**src/rtl/hazard_controller.sv**
```systemverilog
// ============================================================================
// hazard_controller
// ----------------------------------------------------------------------------
// Pipeline hazard controller for the 5-stage MIPS core. It detects load-use
// hazards between the instruction in ID and a load in EX, handles beq/bne
// control hazards (resolved in EX), and freezes the pipeline while the data
// memory inserts wait states. It also keeps a saturating count of the cycles
// in which the PC was held, for performance tracking.
//
// Optional feature (compile-time macro BRANCH_PREDICT_NT_EN):
//   defined   -> predict-not-taken. Branches in ID cost nothing. A taken
//                branch in EX redirects the PC and flushes IF/ID and ID/EX.
//   undefined -> stall-on-branch. A branch in ID holds the PC for one cycle
//                and flushes IF/ID. The branch is then resolved in EX.
//
// Parameters:
//   REG_ADDR_W    register-specifier width
//   ADDR_W        PC / branch-offset width
//   LOAD_LATENCY  bubbles inserted per load-use hazard (>=1)
//   CNT_W         stall-cycle counter width
//
// Ports:
//   clk, rst_n          clock (rising edge), asynchronous active-low reset
//   rs_id, rt_id        source specifiers of the instruction in ID
//   rs_used_id          ID instruction reads rs
//   rt_used_id          ID instruction reads rt
//   rt_ex               destination of the instruction in EX
//   mem_read_ex         EX instruction is a load
//   beq_id, bne_id      branch decoded in ID
//   beq_ex, bne_ex      branch in EX
//   zero_ex             ALU zero flag in EX
//   offset_ex           branch offset carried in ID/EX
//   mem_busy            data memory not ready this cycle
//   hold_pc             PC keeps its value
//   hold_if_id          IF/ID keeps its value
//   flush_if_id         IF/ID loads a NOP
//   flush_id_ex         ID/EX loads a NOP (bubble)
//   stall_all           freeze ID/EX, EX/MEM and MEM/WB
//   take_branch         PC <= PC + pc_offset
//   pc_offset           offset_ex when take_branch, else 0
//   stall_cycles        saturating count of cycles with hold_pc = 1
// ============================================================================
module hazard_controller #(
  parameter int REG_ADDR_W   = 5,
  parameter int ADDR_W       = 32,
  parameter int LOAD_LATENCY = 1,
  parameter int CNT_W        = 16
) (
  input  logic                  clk,
  input  logic                  rst_n,
  input  logic [REG_ADDR_W-1:0] rs_id,
  input  logic [REG_ADDR_W-1:0] rt_id,
  input  logic                  rs_used_id,
  input  logic                  rt_used_id,
  input  logic [REG_ADDR_W-1:0] rt_ex,
  input  logic                  mem_read_ex,
  input  logic                  beq_id,
  input  logic                  bne_id,
  input  logic                  beq_ex,
  input  logic                  bne_ex,
  input  logic                  zero_ex,
  input  logic [ADDR_W-1:0]     offset_ex,
  input  logic                  mem_busy,
  output logic                  hold_pc,
  output logic                  hold_if_id,
  output logic                  flush_if_id,
  output logic                  flush_id_ex,
  output logic                  stall_all,
  output logic                  take_branch,
  output logic [ADDR_W-1:0]     pc_offset,
  output logic [CNT_W-1:0]      stall_cycles
);

  // Width of the remaining-bubble counter; it only needs to hold
  // LOAD_LATENCY-1, but is kept at least one bit wide.
  localparam int LAT_W = (LOAD_LATENCY > 1) ? $clog2(LOAD_LATENCY) : 1;

  typedef enum logic [1:0] {
    RUN      = 2'd0,
    LD_STALL = 2'd1,
    BR_WAIT  = 2'd2,
    MEM_WAIT = 2'd3
  } state_e;

  state_e           state_q, state_d;
  state_e           ret_state_q, ret_state_d;
  state_e           eff_state;
  logic [LAT_W-1:0] cnt_q, cnt_d;
  logic [CNT_W-1:0] stall_cycles_q, stall_cycles_d;

  logic             load_use;
  logic             ex_taken;
  logic             br_id;

  // Hazard terms. Register $0 is hard-wired to zero, so a load into it can
  // never create a real dependency.
  assign load_use = mem_read_ex && (rt_ex != '0) &&
                    ((rs_used_id && (rs_id == rt_ex)) ||
                     (rt_used_id && (rt_id == rt_ex)));
  assign ex_taken = (beq_ex && zero_ex) || (bne_ex && !zero_ex);
  assign br_id    = beq_id || bne_id;

  // Once memory is ready again, MEM_WAIT behaves exactly like the state it
  // interrupted, so the rest of the decoder only ever sees RUN, LD_STALL or
  // BR_WAIT.
  assign eff_state = (state_q == MEM_WAIT) ? ret_state_q : state_q;

  // Next-state and output decode. Every output starts at 0; the bubble
  // counter and return state are held unless explicitly updated.
  always_comb begin
    state_d     = state_q;
    ret_state_d = ret_state_q;
    cnt_d       = cnt_q;
    hold_pc     = 1'b0;
    hold_if_id  = 1'b0;
    flush_if_id = 1'b0;
    flush_id_ex = 1'b0;
    stall_all   = 1'b0;
    take_branch = 1'b0;
    pc_offset   = '0;

    if (mem_busy) begin
      // Whole pipeline frozen; the interrupted state is remembered once so
      // a long wait does not overwrite it with MEM_WAIT.
      stall_all  = 1'b1;
      hold_pc    = 1'b1;
      hold_if_id = 1'b1;
      state_d    = MEM_WAIT;
      if (state_q != MEM_WAIT) begin
        ret_state_d = state_q;
      end
    end else begin
      case (eff_state)
        RUN: begin
          state_d = RUN;
`ifdef BRANCH_PREDICT_NT_EN
          // Mispredicted (taken) branch: the instructions in IF/ID and
          // ID/EX are wrong-path, so any load-use they show is ignored.
          if (ex_taken) begin
            take_branch = 1'b1;
            pc_offset   = offset_ex;
            flush_if_id = 1'b1;
            flush_id_ex = 1'b1;
          end else if (load_use) begin
            hold_pc     = 1'b1;
            hold_if_id  = 1'b1;
            flush_id_ex = 1'b1;
            if (LOAD_LATENCY > 1) begin
              state_d = LD_STALL;
              cnt_d   = LAT_W'(LOAD_LATENCY - 1);
            end
          end
`else
          // A load ahead of a dependent branch is serviced first; the
          // branch stays in ID and is handled once the stall ends.
          if (load_use) begin
            hold_pc     = 1'b1;
            hold_if_id  = 1'b1;
            flush_id_ex = 1'b1;
            if (LOAD_LATENCY > 1) begin
              state_d = LD_STALL;
              cnt_d   = LAT_W'(LOAD_LATENCY - 1);
            end
          end else if (br_id) begin
            hold_pc     = 1'b1;
            flush_if_id = 1'b1;
            state_d     = BR_WAIT;
          end
`endif
        end

        LD_STALL: begin
          // EX holds a bubble here, so load_use is not looked at again.
          hold_pc     = 1'b1;
          hold_if_id  = 1'b1;
          flush_id_ex = 1'b1;
          cnt_d       = cnt_q - LAT_W'(1);
          if (cnt_q == LAT_W'(1)) begin
            state_d = RUN;
          end else begin
            state_d = LD_STALL;
          end
        end

        BR_WAIT: begin
          // The branch has reached EX and is resolved in this one cycle.
          take_branch = ex_taken;
          if (ex_taken) begin
            pc_offset = offset_ex;
          end
          state_d = RUN;
        end

        default: begin
          state_d = RUN;
        end
      endcase
    end
  end

  // Performance counter: counts held-PC cycles and sticks at all-ones.
  always_comb begin
    stall_cycles_d = stall_cycles_q;
    if (hold_pc && (stall_cycles_q != {CNT_W{1'b1}})) begin
      stall_cycles_d = stall_cycles_q + CNT_W'(1);
    end
  end

  always_ff @(posedge clk or negedge rst_n) begin
    if (!rst_n) begin
      state_q        <= RUN;
      ret_state_q    <= RUN;
      cnt_q          <= '0;
      stall_cycles_q <= '0;
    end else begin
      state_q        <= state_d;
      ret_state_q    <= ret_state_d;
      cnt_q          <= cnt_d;
      stall_cycles_q <= stall_cycles_d;
    end
  end

  assign stall_cycles = stall_cycles_q;

endmodule

```
**config.mk**
```make
export PLATFORM = sky130hd
export DESIGN_NAME = hazard_controller
export DESIGN_NICKNAME = d
export VERILOG_FILES = /design/src/rtl/hazard_controller.sv
export SDC_FILE = /design/constraint.sdc
export NUM_CORES = 1
export LEC_CHECK = 0
export BUFFER_PORTS_ARGS = -buffer_cell sky130_fd_sc_hd__buf_2
export CAP_MARGIN = 20
export CORE_UTILIZATION = 40
export DETAILED_ROUTE_END_ITERATION = 8
export PLACE_DENSITY = 0.77
export SETUP_SLACK_MARGIN = 0.2
export SLEW_MARGIN = 15
export SYNTH_ARGS = -nofsm -noshare
export SYNTH_HDL_FRONTEND = slang
export SYNTH_SLANG_ARGS = --single-unit
```
**constraint.sdc**
```tcl
create_clock -name clk -period 2.6 [get_ports clk]
set_input_delay 0.13 -clock clk [delete_from_list [all_inputs] [get_ports clk]]
set_output_delay 0.13 -clock clk [all_outputs]
set_load 0.02 [all_outputs]
```
==> results.yml <==
place:
  io_buffers: 111
  dpl_cell_area_sq_um: 2070
  post-place-ws_ps: 692
  routabilityCongestion: 0.754
  hpwl_mm: 3.15
  placed_cells: 316
cts:
  insertion_delay_ps: 300
  cts-resized-gates: 0
  cts_tree: "built"
  cts.clk_slew.worst_paths_ps: 100
  numClockSinks: 21
  cts_buffer_depth: 2
  cts_max_level: 1
  post_cts_buffers: 0
  root_buffer: "clkbuf_4"
  cts_made_buffers: 3
  hold_buffers: 1
worst_setup_path:
  critPathLaunchType: "flip-flop"
  rrSetupSlack_ps: 740
  cp_cell_sequence: "inv_1 -> o21ai_0 -> nor4_2 -> buf_4 -> and2_1 -> buf_2"
  arrival_ps: 1790
  cp.required_ps: 2470
  critPathCaptureType: "primary output"
  crit_family: "buffers and inverters"
  cpMaxStageDelayCell: "dfrtp_1"
  cpPeakStageDelay_ps: 410
  crit_buf_inv: 3
  path_max_fanout: 33
  crit_type: "flip-flop to primary output"
floorplanning:
  die_w_um: 62.6
  pin_count: 112
  die_area_sq_um: 3920
  row_count: 21
  start_util_pct: 43.0
  die_y_um: 62.6
  core_area_sq_um: 3420
grt:
  grt_overflow: 0
  antenna_found_initial: 0
  gr-usage-all-layers_pct: 19.2
  grt_pass1_vias: 1429
  grt_max_degree: 34
  grt_pass1_wl_mm: 6.13
timing:
  setup-tns-final_ps: 0
  rsz0062_at_grt: "no"
  min_period_over_period_pct: 73.9
  holdWs_ps: 167
  finalSetupViolations: 0
  tightest_slew_ps: 461
  skew_ps: 6.95
  max_clock_freq_mhz: 520
  fin_ws_ps: 677
  slew_headroom_pct: 69.3
  final-hold-violation-count: 0
  period_needed_ps: 1920
  slew_viol_final: 0
routing:
  drt_iter0_drc: 64
  routed_via_density: 4.76
  antenna_left: 0
  drt_first_pass_iters: 4
  vias: 1529
  drcViolationCount: 0
  drt-total-wl_mm: 3.72
  wl_per_cell_um: 11.6
synth:
  syn-instance-count: 163
  syn_avg_cell_area_sq_um: 9.00
  synth_ff_type: "dfrtp_1"
  yosysTopAreaCell: "dfrtp_1"
  synth_area_leaders: "dfrtp_1 (36%), and2_1 (14%), xor2_1 (7.8%)"
  synthDistinctLibCells: 33
  synth_edf_count: 0
  yosysTopAreaCellShare_pct: 35.8
  async_flop_share_pct: 100
  synth-seq-cells: 21
  synth_common_cells: "and2_1 (32), dfrtp_1 (21), xor2_1 (13)"
  yosysMostFrequentCell: "and2_1"
  syn_area_sq_um: 1470
  yosysWarnings: 0
  syn_nets: 222
  ys_seq_area_share_pct: 35.8
layout:
  nets: 335
  drive_above_1_share_pct: 46.2
  stdcell_count: 321
  fin_area_sq_um: 2110
  antenna_cells: 0
  fin_util_pct: 61.7
  layout-area-overhead-vs-synth_pct: 43.6
run_status:
  status: "finished, final reports clean"
power:
  ir_drop_uv: 352
  power_mw: 1.26
  leakage_nw: 1.14
  pwr_density_cell_nw_per_um2: 599
worst_hold_path:
  hp-class: "primary input to flip-flop"
flow_run:
  maxCapViolCount: 0
## flip-flops by register name, indices dropped and copies added, names as in the netlist
signal and cells:
stall_cycles 16, state_q 2, cnt_q 1, ret_state_q 2
## worst register-to-register path, stage by stage (launching register included)
cell and delay (ps):
dfrtp_1 420, nor2b_1 150, o21ai_1 240, o22a_1 240
o21ai_4 150, nor3_2 260, mux2_4 310
## path summary, 6_finish.rpt
kind / startpoint / end / cells past startpoint
hold / removal: beq_id / state_q[1] / 3
setup reg to reg: state_q[1] / stall_cycles[15] / 6
min in group asynchronous: rst_n / stall_cycles[11] / 2
max in group asynchronous: rst_n / stall_cycles[0] / 2
hold reg to reg: cnt_q / cnt_q / 1
setup / recovery: state_q[0] / pc_offset[2] / 6
## layer usage
layer	share of wire, %	GRT usage, %
met5	0	0
met1	40	21.3
met3	5.6	4.93
met4	1.4	4.36
met2	52	36.0
## area by class of cell
| type | instances | area, sq um |
|---|---|---|
| multi-input cells | 132 | 900 |
| well taps | 46 | 57.6 |
| fillers | 322 | 1310 |
| flip-flops and latches | 21 | 526 |
| inverters | 3 | 11.3 |
| repair buffers | 115 | 588 |
| clock buffers | 4 | 26.3 |
## cell usage in the layout, fill, tap and decap left out, types with 2 or more instances in the layout
master and n:
buf_2 111, and2_1 32, dfrtp_1 21, xor2_1 13, nor3_1 11, nand2_1 10, xnor2_1 10, nor2_1 7
nand3_1 7, mux2_4 4, inv_1 3, nor2b_1 3, o21ai_0 3, o21bai_1 3, nand4_1 3, and3_1 3
nor3b_1 3, clkbuf_4 3, buf_4 3, o21a_1 2, nand2b_1 2, and4_1 2, nor3_2 2, nor2_2 2
## cells by family after synthesis
logic type / count (synthesis) / synth area share [%]
simple gates: 90 / 35.1
buf+inv: 10 / 3.33
xor+xnor: 23 / 13.7
fa+ha+maj: 1 / 0.852
flops: 21 / 35.8
mux: 5 / 4.77
compound gates: 13 / 6.39
## where the power goes
group	switching (mW)	internal (mW)
registers	0.104	0.422
clock network	0.0923	0.0597
logic	0.339	0.246
total	0.535	0.727
Note: power is estimated with default switching activity, not from simulation.
